$ cat config.mk
export PLATFORM = sky130hd
export DESIGN_NAME = div_32_seq
export DESIGN_NICKNAME = d
export VERILOG_FILES = /design/src/rtl/div_pkg.sv /design/src/rtl/div_step.sv /design/src/rtl/div_32_seq.sv
export SDC_FILE = /design/constraint.sdc
export NUM_CORES = 1
export LEC_CHECK = 0
export ABC_CLOCK_PERIOD_IN_PS = 9480
export BUFFER_PORTS_ARGS = -buffer_cell sky130_fd_sc_hd__buf_2
export CAP_MARGIN = 20
export CORE_ASPECT_RATIO = 0.7
export CORE_UTILIZATION = 42
export DETAILED_ROUTE_END_ITERATION = 6
export PLACE_DENSITY = 0.63
export SLEW_MARGIN = 10
export SYNTH_ARGS = -nofsm -noshare
export SYNTH_HDL_FRONTEND = slang
export SYNTH_SLANG_ARGS = --single-unit
$ cat constraint.sdc
create_clock -name clock -period 9.48 [get_ports clock]
set_clock_uncertainty 0.15 [all_clocks]
set_input_delay 1.422 -clock clock [delete_from_list [all_inputs] [get_ports clock]]
set_output_delay 1.422 -clock clock [all_outputs]
set_load 0.005 [all_outputs]
$ cat src/rtl/div_pkg.sv
// Shared constants and FSM encoding for the sequential 32-bit signed divider.
package div_pkg;

  localparam int DIV_WIDTH = 32;
  localparam int DIV_ITERS = 32;

  typedef enum logic [1:0] {
    S_IDLE = 2'd0,
    S_BUSY = 2'd1,
    S_FIX  = 2'd2
  } div_state_e;

endpackage

$ cat src/rtl/div_step.sv
// One restoring shift-and-subtract step on unsigned magnitudes (combinational).
module div_step import div_pkg::*; #(
  parameter int WIDTH = DIV_WIDTH
) (
  input  logic [WIDTH-1:0] i_rem,
  input  logic [WIDTH-1:0] i_quo,
  input  logic [WIDTH-1:0] i_divisor,
  output logic [WIDTH-1:0] o_rem,
  output logic [WIDTH-1:0] o_quo
);

  logic [WIDTH:0] w_shift;
  logic [WIDTH:0] w_trial;
  logic           w_fits;

  // The extra top bit keeps a shifted remainder near 2^(WIDTH-1) from aliasing negative.
  assign w_shift = {i_rem, i_quo[WIDTH-1]};
  assign w_trial = w_shift - {1'b0, i_divisor};
  assign w_fits  = ~w_trial[WIDTH];

  assign o_rem = w_fits ? w_trial[WIDTH-1:0] : w_shift[WIDTH-1:0];
  assign o_quo = {i_quo[WIDTH-2:0], w_fits};

endmodule

$ cat src/rtl/div_32_seq.sv
// Multicycle signed divider: 32 restoring steps on magnitudes, then one sign-fix cycle.
module div_32_seq import div_pkg::*; #(
  parameter int WIDTH = DIV_WIDTH,
  parameter int CNT_W = 6
) (
  input  logic             clock,
  input  logic             reset_n,
  input  logic [WIDTH-1:0] data_operandA,
  input  logic [WIDTH-1:0] data_operandB,
  input  logic             ctrl_DIV,
  output logic [WIDTH-1:0] data_result,
  output logic [WIDTH-1:0] data_remainder,
  output logic             data_exception,
  output logic             data_resultRDY,
  output logic             busy
);

  div_state_e       r_state;
  logic [CNT_W-1:0] r_cnt;
  logic [WIDTH-1:0] r_rem;
  logic [WIDTH-1:0] r_quo;
  logic [WIDTH-1:0] r_div;
  logic             r_sign_a;
  logic             r_sign_b;
  logic [WIDTH-1:0] r_result;
  logic [WIDTH-1:0] r_remainder;
  logic             r_exc;
  logic             r_rdy;
  logic             r_busy;

  logic [WIDTH-1:0] w_rem;
  logic [WIDTH-1:0] w_quo;

  function automatic logic [WIDTH-1:0] f_neg(input logic [WIDTH-1:0] v);
    return (~v) + WIDTH'(1);
  endfunction

  // -2^31 maps to 0x80000000, which is its correct unsigned magnitude.
  function automatic logic [WIDTH-1:0] f_abs(input logic [WIDTH-1:0] v);
    return v[WIDTH-1] ? f_neg(v) : v;
  endfunction

  div_step #(.WIDTH(WIDTH)) u_step (
    .i_rem     (r_rem),
    .i_quo     (r_quo),
    .i_divisor (r_div),
    .o_rem     (w_rem),
    .o_quo     (w_quo)
  );

  // Control FSM, iteration datapath and registered result outputs.
  always_ff @(posedge clock or negedge reset_n) begin
    if (!reset_n) begin
      r_state     <= S_IDLE;
      r_cnt       <= {CNT_W{1'b0}};
      r_rem       <= {WIDTH{1'b0}};
      r_quo       <= {WIDTH{1'b0}};
      r_div       <= {WIDTH{1'b0}};
      r_sign_a    <= 1'b0;
      r_sign_b    <= 1'b0;
      r_result    <= {WIDTH{1'b0}};
      r_remainder <= {WIDTH{1'b0}};
      r_exc       <= 1'b0;
      r_rdy       <= 1'b0;
      r_busy      <= 1'b0;
    end else begin
      r_rdy <= 1'b0;
      case (r_state)
        S_IDLE: begin
          if (ctrl_DIV && (data_operandB == {WIDTH{1'b0}})) begin
            r_result    <= {WIDTH{1'b0}};
            r_remainder <= {WIDTH{1'b0}};
            r_exc       <= 1'b1;
            r_rdy       <= 1'b1;
            r_busy      <= 1'b1;
          end else if (ctrl_DIV) begin
            r_quo    <= f_abs(data_operandA);
            r_div    <= f_abs(data_operandB);
            r_rem    <= {WIDTH{1'b0}};
            r_sign_a <= data_operandA[WIDTH-1];
            r_sign_b <= data_operandB[WIDTH-1];
            r_cnt    <= {CNT_W{1'b0}};
            r_busy   <= 1'b1;
            r_state  <= S_BUSY;
          end else begin
            r_busy <= 1'b0;
          end
        end
        S_BUSY: begin
          r_rem  <= w_rem;
          r_quo  <= w_quo;
          r_cnt  <= r_cnt + CNT_W'(1);
          r_busy <= 1'b1;
          if (r_cnt == CNT_W'(DIV_ITERS - 1)) begin
            r_state <= S_FIX;
          end else begin
            r_state <= S_BUSY;
          end
        end
        S_FIX: begin
          r_result    <= (r_sign_a ^ r_sign_b) ? f_neg(r_quo) : r_quo;
          r_remainder <= r_sign_a ? f_neg(r_rem) : r_rem;
          r_exc       <= 1'b0;
          r_rdy       <= 1'b1;
          r_busy      <= 1'b1;
          r_state     <= S_IDLE;
        end
        default: begin
          r_busy  <= 1'b0;
          r_state <= S_IDLE;
        end
      endcase
    end
  end

  assign data_result    = r_result;
  assign data_remainder = r_remainder;
  assign data_exception = r_exc;
  assign data_resultRDY = r_rdy;
  assign busy           = r_busy;

endmodule

## Word-level counts from Yosys, hierarchy flattened

Index checks and enable logic that the tools add are counted.

| operators by class | value |
|---|---|
| equal/unequal tests | 6 |
| bitwise operators | 7 |
| reductions and logical operators | 10 |
| add/subtract/negate cells | 6 |
| muxes and demuxes | 28 |

Operators with widths:

| kind | count |
|---|---|
| $mux 32 | 10 |
| $pmux 32 s2 | 4 |
| $add 32x1->32 const B | 4 |
| $not 32->32 | 4 |
| $sub 33x32->33 | 1 |
| $logic_not 32->1 | 1 |
| $mux 6 | 2 |
| $pmux 6 s2 | 1 |
| $add 6x1->6 const B | 1 |
| $eq 6x5->1 const B | 1 |
| $mux 2 | 3 |
| $ne 2x2->1 const B | 3 |
| $pmux 1 s2 | 3 |
| $reduce_and 3->1 | 2 |
| $mux 1 | 4 |
| $pmux 2 s2 | 1 |
| $reduce_and 2->1 | 2 |
| $reduce_bool 2->1 | 2 |
| $eq 2x1->1 const B | 1 |
| $eq 2x2->1 const B | 1 |
| $logic_not 2->1 | 1 |
| $not 1->1 | 2 |
| $reduce_or 2->1 | 1 |
| $logic_and 1x1->1 | 1 |
| $xor 1x1->1 | 1 |

| storage, ports and cells | value |
|---|---|
| word-level logic and storage cells | 69 |
| register bits | 173 |
| bits of input ports | 67 |
| output and inout bits | 67 |

## Depth between registers and ports, before layout

Gate-level depths: netlist of the first run.

| depth | value |
|---|---|
| word-level depth | 6 |
| depth in mapped cells | 12 |
| depth with buffers taken out | 11 |

## By module

A second synthesis of the first run with hierarchy kept.

| second synthesis, totals | value |
|---|---|
| cell total of the unflattened synthesis | 1363 |
| area total of the unflattened synthesis | 12494.5 µm² |

By module, submodules not included:

| module | cells an instance | times used | sequential area each (µm²) | area an instance (µm²) |
|---|---|---|---|---|
| div_32_seq | 1022 | 1 | 4329.2 | 9937.0 |
| div_step | 341 | 1 | 0.0 | 2557.5 |

## Least setup slack after synthesis of the first run

OpenSTA, ideal clock, no wires.

| path | value |
|---|---|
| kind | input to register |
| start point | input port data_operandA[8] |
| end point | register r_quo[30] |
| required time | 9.205 ns |
| path slack | 5.485 ns |
| library setup time | 0.125 ns |
| path buffers | 0 |
| arrival time | 3.720 ns |
| stages on the path | 8 |
| cell sequence | or4_4 -> or4b_4 -> or3_4 -> or2_4 -> o21ai_2 -> xor2_1 -> o21ai_1 -> mux2_4 |

| between the ends | value |
|---|---|
| word-level cells in the longest chain between the ends | 6 |

RTL lines:

| element | line | source |
|---|---|---|
| from (decl) | div_32_seq.sv:8 | `input logic [WIDTH-1:0] data_operandA,` |
| $not 32->32 | div_32_seq.sv:35 | `return (~v) + WIDTH'(1);` |
| $add 32x1->32 | div_32_seq.sv:35 |  |
| $mux 32 | div_32_seq.sv:40 | `return v[WIDTH-1] ? f_neg(v) : v;` |
| $mux 32 | div_32_seq.sv:76 | `end else if (ctrl_DIV) begin` |
| $mux 32 | div_32_seq.sv:70 | `if (ctrl_DIV && (data_operandB == {WIDTH{1'b0}})) begin` |
| $pmux 32 s2 | div_32_seq.sv:68 | `case (r_state)` |
| to (signal assigned) | div_32_seq.sv:57 | `r_quo <= {WIDTH{1'b0}};` |
| to (signal assigned) | div_32_seq.sv:77 | `r_quo <= f_abs(data_operandA);` |
| to (signal assigned) | div_32_seq.sv:91 | `r_quo <= w_quo;` |
| to (decl) | div_32_seq.sv:21 | `logic [WIDTH-1:0] r_quo;` |

Every way passes these cells. The select of a mux whose other input is x is not followed.
A chain may end at the register's enable or synchronous reset.

## Worst setup path after layout of the first run

| path | value |
|---|---|
| start point | input port data_operandB[26] |
| end point | register r_cnt[5] |

| between the ends | value |
|---|---|
| word-level cells in the longest chain between the ends | 4 |

RTL lines:

| element | line | source |
|---|---|---|
| from (decl) | div_32_seq.sv:9 | `input logic [WIDTH-1:0] data_operandB,` |
| $logic_not 32->1 | div_32_seq.sv:70 |  |
| $logic_and 1x1->1 | div_32_seq.sv:70 |  |
| $ne 2x2->1 (no source line) | -- |  |
| $reduce_and 3->1 (no source line) | -- |  |
| to (signal assigned) | div_32_seq.sv:55 | `r_cnt <= {CNT_W{1'b0}};` |
| to (signal assigned) | div_32_seq.sv:82 | `r_cnt <= {CNT_W{1'b0}};` |
| to (signal assigned) | div_32_seq.sv:92 | `r_cnt <= r_cnt + CNT_W'(1);` |
| to (decl) | div_32_seq.sv:19 | `logic [CNT_W-1:0] r_cnt;` |

Every way passes these cells.

==> reports/metrics.cfg, run 1 <==
[clocking]
cts_root_buffer = clkbuf_16
clk_latency_ps = 440
cts_setup_buffers = 0
clkSinkCount = 173
cts_tree = built
cts.clk_slew.worst_paths_ps = 60
cts-buffers-inserted = 17
cts_max_level = 4
cts_hold_buf = 0
cts_resized = 0
clk_path_buf_depth = 2

[timing]
rsz0062_at_grt = false
worstMarginPinSlew_ps = 964
timing_hold_violations_final = 0
setup_viol = 0
clock.fmax_mhz = 218
layout_setup_ws_ps = 4880
slew-limit-headroom = 0.358
timing.final.crit_share = 0.485
worst_hold_slack_ps = 319
period_minus_slack_ps = 4600
maxSlewViolCount = 0
fin_setup_tns_ps = 0

[power]
leakage_nw = 5.82
power.total_mw = 4.91
powerDensity_nw_per_um2 = 380
irDropWorstVdd_mv = 0.172

[floorplanning]
die_y_um = 139
start_util = 0.433
dieArea_um2 = 27600
fp.coreArea_um2 = 26100
ios = 134
fp-row-count = 49
die_w_um = 198

[synth]
ys_warn_count = 0
synth_area_um2 = 11300
ys_async_sr_fraction = 1.00
synth-edff-count = 0
netlist_instances = 1331
synth-main-ff-cell = dfrtp_1
ys_seq_elements = 173
synth.avg_cell_area_um2 = 8.48
synth_nets = 1440
yosysSeqAreaShare = 0.383
synth.distinct_cells = 65

[critical_path]
arrival_ps = 4740
max_stage_delay_ps = 630
crit_path_max_fanout = 36
required_ps = 9620
crit_path_end_kind = flip-flop
critPathKind = primary input to flip-flop
crit_chain = buf_2 > or4_1 > nor4b_1 > nand4_1 > nand3_2 > a21boi_4 > buf_4 > nor2_1 > mux2i_1 > o21ai_0
slowest_stage = a21boi_4
worst_setup_path_start_kind = primary input

[cells_and_area]
layout_commonest_cell = nand2_1
drive_above_1_share = 0.141
fin_nets = 1541
final_cell_mix = 210 x nand2_1, 173 x dfrtp_1, 163 x o21ai_0, 132 x buf_2, 92 x xor2_1
n_antenna_cell = 0
final_util = 0.496
area_growth_pct = 14.5

[global_routing]
grt_overflow = 0
grt_pass1_vias = 9140
grt_start_max_net_pins = 74
antenna_found_initial = 0
grt_util_all_layers = 0.228
grt_pass1_wl_mm = 49.3

[placement]
io_buffers = 133
post-dp-hpwl_mm = 22.5
place.gp.congestion = 0.901
place_ws_ps = 4510

[worst_hold_path]
hold_path_class = flip-flop to flip-flop

[routing]
ant_nets = 0
drc = 0
via_per_inst = 5.47
initialDrtViolationCount = 583
routed_wl_mm = 30.5
num_vias = 9857
first_pass_iters = 5
wire_per_inst_um = 16.9

[flow_run]
drv_cap = 0

[run_status]
status = completed

==> layout make-up <==
type / count / area (um^2)
clock buffers: 25 / 515
clock inverters: 6 / 105
fillers: 2548 / 13100
inverters: 51 / 191
multi-input cells: 1040 / 6550
flip-flops and latches: 173 / 4330
well taps: 357 / 447
repair buffers: 149 / 792
==> Yosys cell counts, types with 7 or more instances <==
library cell  instances  share of area
nand2_1             210          0.070
dfrtp_1             173           0.38
o21ai_0             163          0.072
xor2_1               92          0.071
a21oi_1              83          0.037
nor2_1               82          0.027
o31ai_1              65          0.043
clkbuf_1             58          0.019
xnor2_1              57          0.044
inv_1                50          0.017
ha_1                 41          0.045
mux2i_1              28          0.025
nand3_1              20         0.0089
or3_1                20          0.011
nor3_1               16         0.0071
or4_1                14         0.0093
o41ai_1              13          0.010
a32oi_1              12         0.0093
a21o_1               10         0.0066
nand2b_1              8         0.0044
nand4_1               8         0.0044
o21a_1                8         0.0053
nor4_1                7         0.0039
==> where the power goes <==
part | switching [mW] | internal (mW)
combinational | 1.69 | 1.17
sequential | 0.305 | 0.997
clock | 0.289 | 0.454
==> flip-flops by register name, indices dropped and copies added, names as in the netlist, 2 cells and up <==
register and cells:
r_quo 32, data_result 32, data_remainder 32, r_cnt 6, r_div 32, r_state 2
r_rem 32
==> critical path, delay by kind of cell <==
kind | cells | cell delay [ps]
compound gates | 2 | 720
simple gates | 5 | 1880
mux | 1 | 120
buf+inv | 2 | 580
==> cells by family after synthesis <==
family / Yosys count / synth area share
simple gates: 419 / 0.168
compound gates: 398 / 0.216
flops: 173 / 0.383
xor+xnor: 149 / 0.116
buf+inv: 118 / 0.0403
fa+ha+maj: 42 / 0.0472
mux: 32 / 0.0291
==> per-stage QoR <==
stage	instance area [um^2]	instances
2_1_floorplan	11300	1331
3_3_place_gp	12300	1769
3_5_place_dp	12300	1769
4_1_cts	12900	1800
5_1_grt	12900	1801
6_report	12900	1801
==> final timing paths <==
kind / cells past startpoint / to / slack [ps] / start
worst max-delay path: 10 / r_cnt[5] / 4880 / data_operandB[26]
worst min-delay path: 2 / data_remainder[8] / 320 / data_remainder[8]
worst max register to register: 10 / r_rem[24] / 5470 / r_rem[27]
worst min register to register: 2 / data_remainder[8] / 320 / data_remainder[8]
max in group asynchronous: 3 / r_rem[4] / 6420 / reset_n
min in group asynchronous: 1 / data_result[21] / 730 / reset_n
==> layer usage <==
metal / GRT usage / wire length (um) / part of all wire / vias to the layer above
li1: - / - / - / 4916
met1: 0.362 / 16500 / 0.54 / 4718
met2: 0.312 / 12400 / 0.41 / 194
met3: 0.0416 / 1220 / 0.040 / 29
met4: 0.0547 / 410 / 0.013 / 0
met5: 0 / 0 / 0 / -
(Power assumes the default switching activity.)
==> inputs of run 2 (changes only) <==
--- a/config.mk
+++ b/config.mk
@@ -5,13 +5,13 @@
 export SDC_FILE = /design/constraint.sdc
 export NUM_CORES = 1
 export LEC_CHECK = 0
-export ABC_CLOCK_PERIOD_IN_PS = 9480
+export ABC_CLOCK_PERIOD_IN_PS = 4100
 export BUFFER_PORTS_ARGS = -buffer_cell sky130_fd_sc_hd__buf_2
 export CAP_MARGIN = 20
 export CORE_ASPECT_RATIO = 0.7
 export CORE_UTILIZATION = 42
 export DETAILED_ROUTE_END_ITERATION = 6
-export PLACE_DENSITY = 0.63
+export PLACE_DENSITY = 0.65
 export SLEW_MARGIN = 10
 export SYNTH_ARGS = -nofsm -noshare
 export SYNTH_HDL_FRONTEND = slang
==> constraint.sdc (replaced) <==
create_clock -name clock -period 4.1 [get_ports clock]
set_clock_uncertainty 0.15 [all_clocks]
set_input_delay 0.615 -clock clock [delete_from_list [all_inputs] [get_ports clock]]
set_output_delay 0.615 -clock clock [all_outputs]
set_load 0.005 [all_outputs]
==> reports/metrics.cfg, run 2 (same netlist as run 1, synthesis figures left out) <==
[routing]
drc = 0
first_pass_iters = 5
via_per_inst = 5.56
wire_per_inst_um = 17.2
initialDrtViolationCount = 863
num_vias = 10100
routed_wl_mm = 31.2
ant_nets = 0

[critical_path]
worst_setup_path_start_kind = primary input
crit_start = data_operandB[26]
crit_path_end_kind = flip-flop
cp-endpoint = data_remainder[6]
r2r_setup_slack_ps = 670
reg2reg_depth = 10
crit_path_max_fanout = 61
required_ps = 4280
critPathKind = primary input to flip-flop
r2r_end = r_rem[0]
regToRegStartpoint = r_rem[27]
arrival_ps = 3680

[power]
irDropWorstVdd_mv = 0.390
power.total_mw = 11.6
leakage_nw = 5.88
powerDensity_nw_per_um2 = 887

[global_routing]
grt_overflow = 0
grt_pass1_vias = 9406
antenna_found_initial = 0
grt_util_all_layers = 0.234
grt_pass1_wl_mm = 51.2
grt_start_max_net_pins = 102

[timing]
slew-limit-headroom = 0.369
timing_hold_violations_final = 0
maxSlewViolCount = 0
fin_setup_tns_ps = 0
setup_viol = 0
timing.final.crit_share = 0.855
worstMarginPinSlew_ps = 944
rsz0062_at_grt = false
clock.fmax_mhz = 285
period_minus_slack_ps = 3500

[floorplanning]
start_util = 0.433
fp.coreArea_um2 = 26100
die_y_um = 139
die_w_um = 198
fp-row-count = 49
dieArea_um2 = 27600
ios = 134

[cells_and_area]
seqCellArea_um2 = 4330
fin_nets = 1551
n_antenna_cell = 0
drive_above_1_share = 0.147
multiInputGateArea_um2 = 6560
n_fill_cell = 2496
layout_commonest_cell = nand2_1
area_growth_pct = 15.8
final_cell_mix = 210 x nand2_1, 173 x dfrtp_1, 163 x o21ai_0, 132 x buf_2, 92 x xor2_1

[placement]
place.gp.congestion = 0.933
post-dp-hpwl_mm = 22.9
io_buffers = 133

[clocking]
cts-buffers-inserted = 17
cts_hold_buf = 1
clk_latency_ps = 440
clk_path_buf_depth = 2
cts.clk_slew.worst_paths_ps = 60
clkSinkCount = 173
cts_setup_buffers = 0
cts_max_level = 4
cts_root_buffer = clkbuf_16
cts_resized = 0
cts_tree = built

[worst_hold_path]
hold_path_class = flip-flop to flip-flop

[flow_run]
drv_cap = 0

[run_status]
status = completed

[run 2: cell types whose count changed in the layout (fill, tap and decap cells not counted), sizes merged]
cell         before  now
clkbuf           25   23
clkinvlp          0    3
dlygate4sd3       0    1
bufinv            3    4
clkinv            3    1
buf             149  158
inv              51   52
[run 2: metrics by stage]
stage	cells	setup slack, ps	utilization	instance area (um^2)	hold WS (ps)
4_1_cts	1812	706	0.502	13100	329
5_1_grt	1812	417	0.502	13100	331
3_3_place_gp	1779	392	0.476	12400	305
2_1_floorplan	1331	912	-	11300	169
6_report	1812	596	0.502	13100	320
3_5_place_dp	1779	309	0.476	12400	315
[run 2: final cells by class]
| type | count | share of cell area |
|---|---|---|
| Tap cell | 357 | 0.0342 |
| Clock buffer | 23 | 0.0373 |
| Multi-Input combinational cell | 1040 | 0.501 |
| Clock inverter | 9 | 0.0120 |
| Inverter | 51 | 0.0146 |
| Timing Repair Buffer | 159 | 0.0694 |
| Sequential cell | 173 | 0.331 |
[run 2: how the worst min path moves through the flow]
| stage | start | cells after the start | to |
|---|---|---|---|
| detailed placement | data_result[6] | 2 | data_result[6] |
| CTS | data_result[6] | 2 | data_result[6] |
| global placement | data_result[17] | 2 | data_result[17] |
| floorplan | reset_n | 0 | busy |
| finish | data_result[3] | 2 | data_result[3] |
| global route | data_operandB[23] | 3 | r_div[23] |
[run 2: power by group]
group          internal [mW]  total [mW]  switching, mW  leakage [nW]
clock network           1.09        1.80          0.710         0.306
logic                   2.82        6.79           3.98          3.39
registers               2.30        3.01          0.709          2.19
[run 2: per-layer routing]
layer	wire, um	global-route usage	vias to the layer above
met3	1740	0.0474	21
met1	16400	0.369	4880
met5	0	0	-
li1	-	-	4939
met2	12800	0.326	242
met4	252	0.0461	0
[run 2: critical path, cell delays in order]
cell and delay [ps]:
buf_2 130, or4_1 580, nor4b_1 590, buf_4 220
nand4_1 250, nor2_1 460, a21oi_4 250, buf_12 290
o31ai_1 280
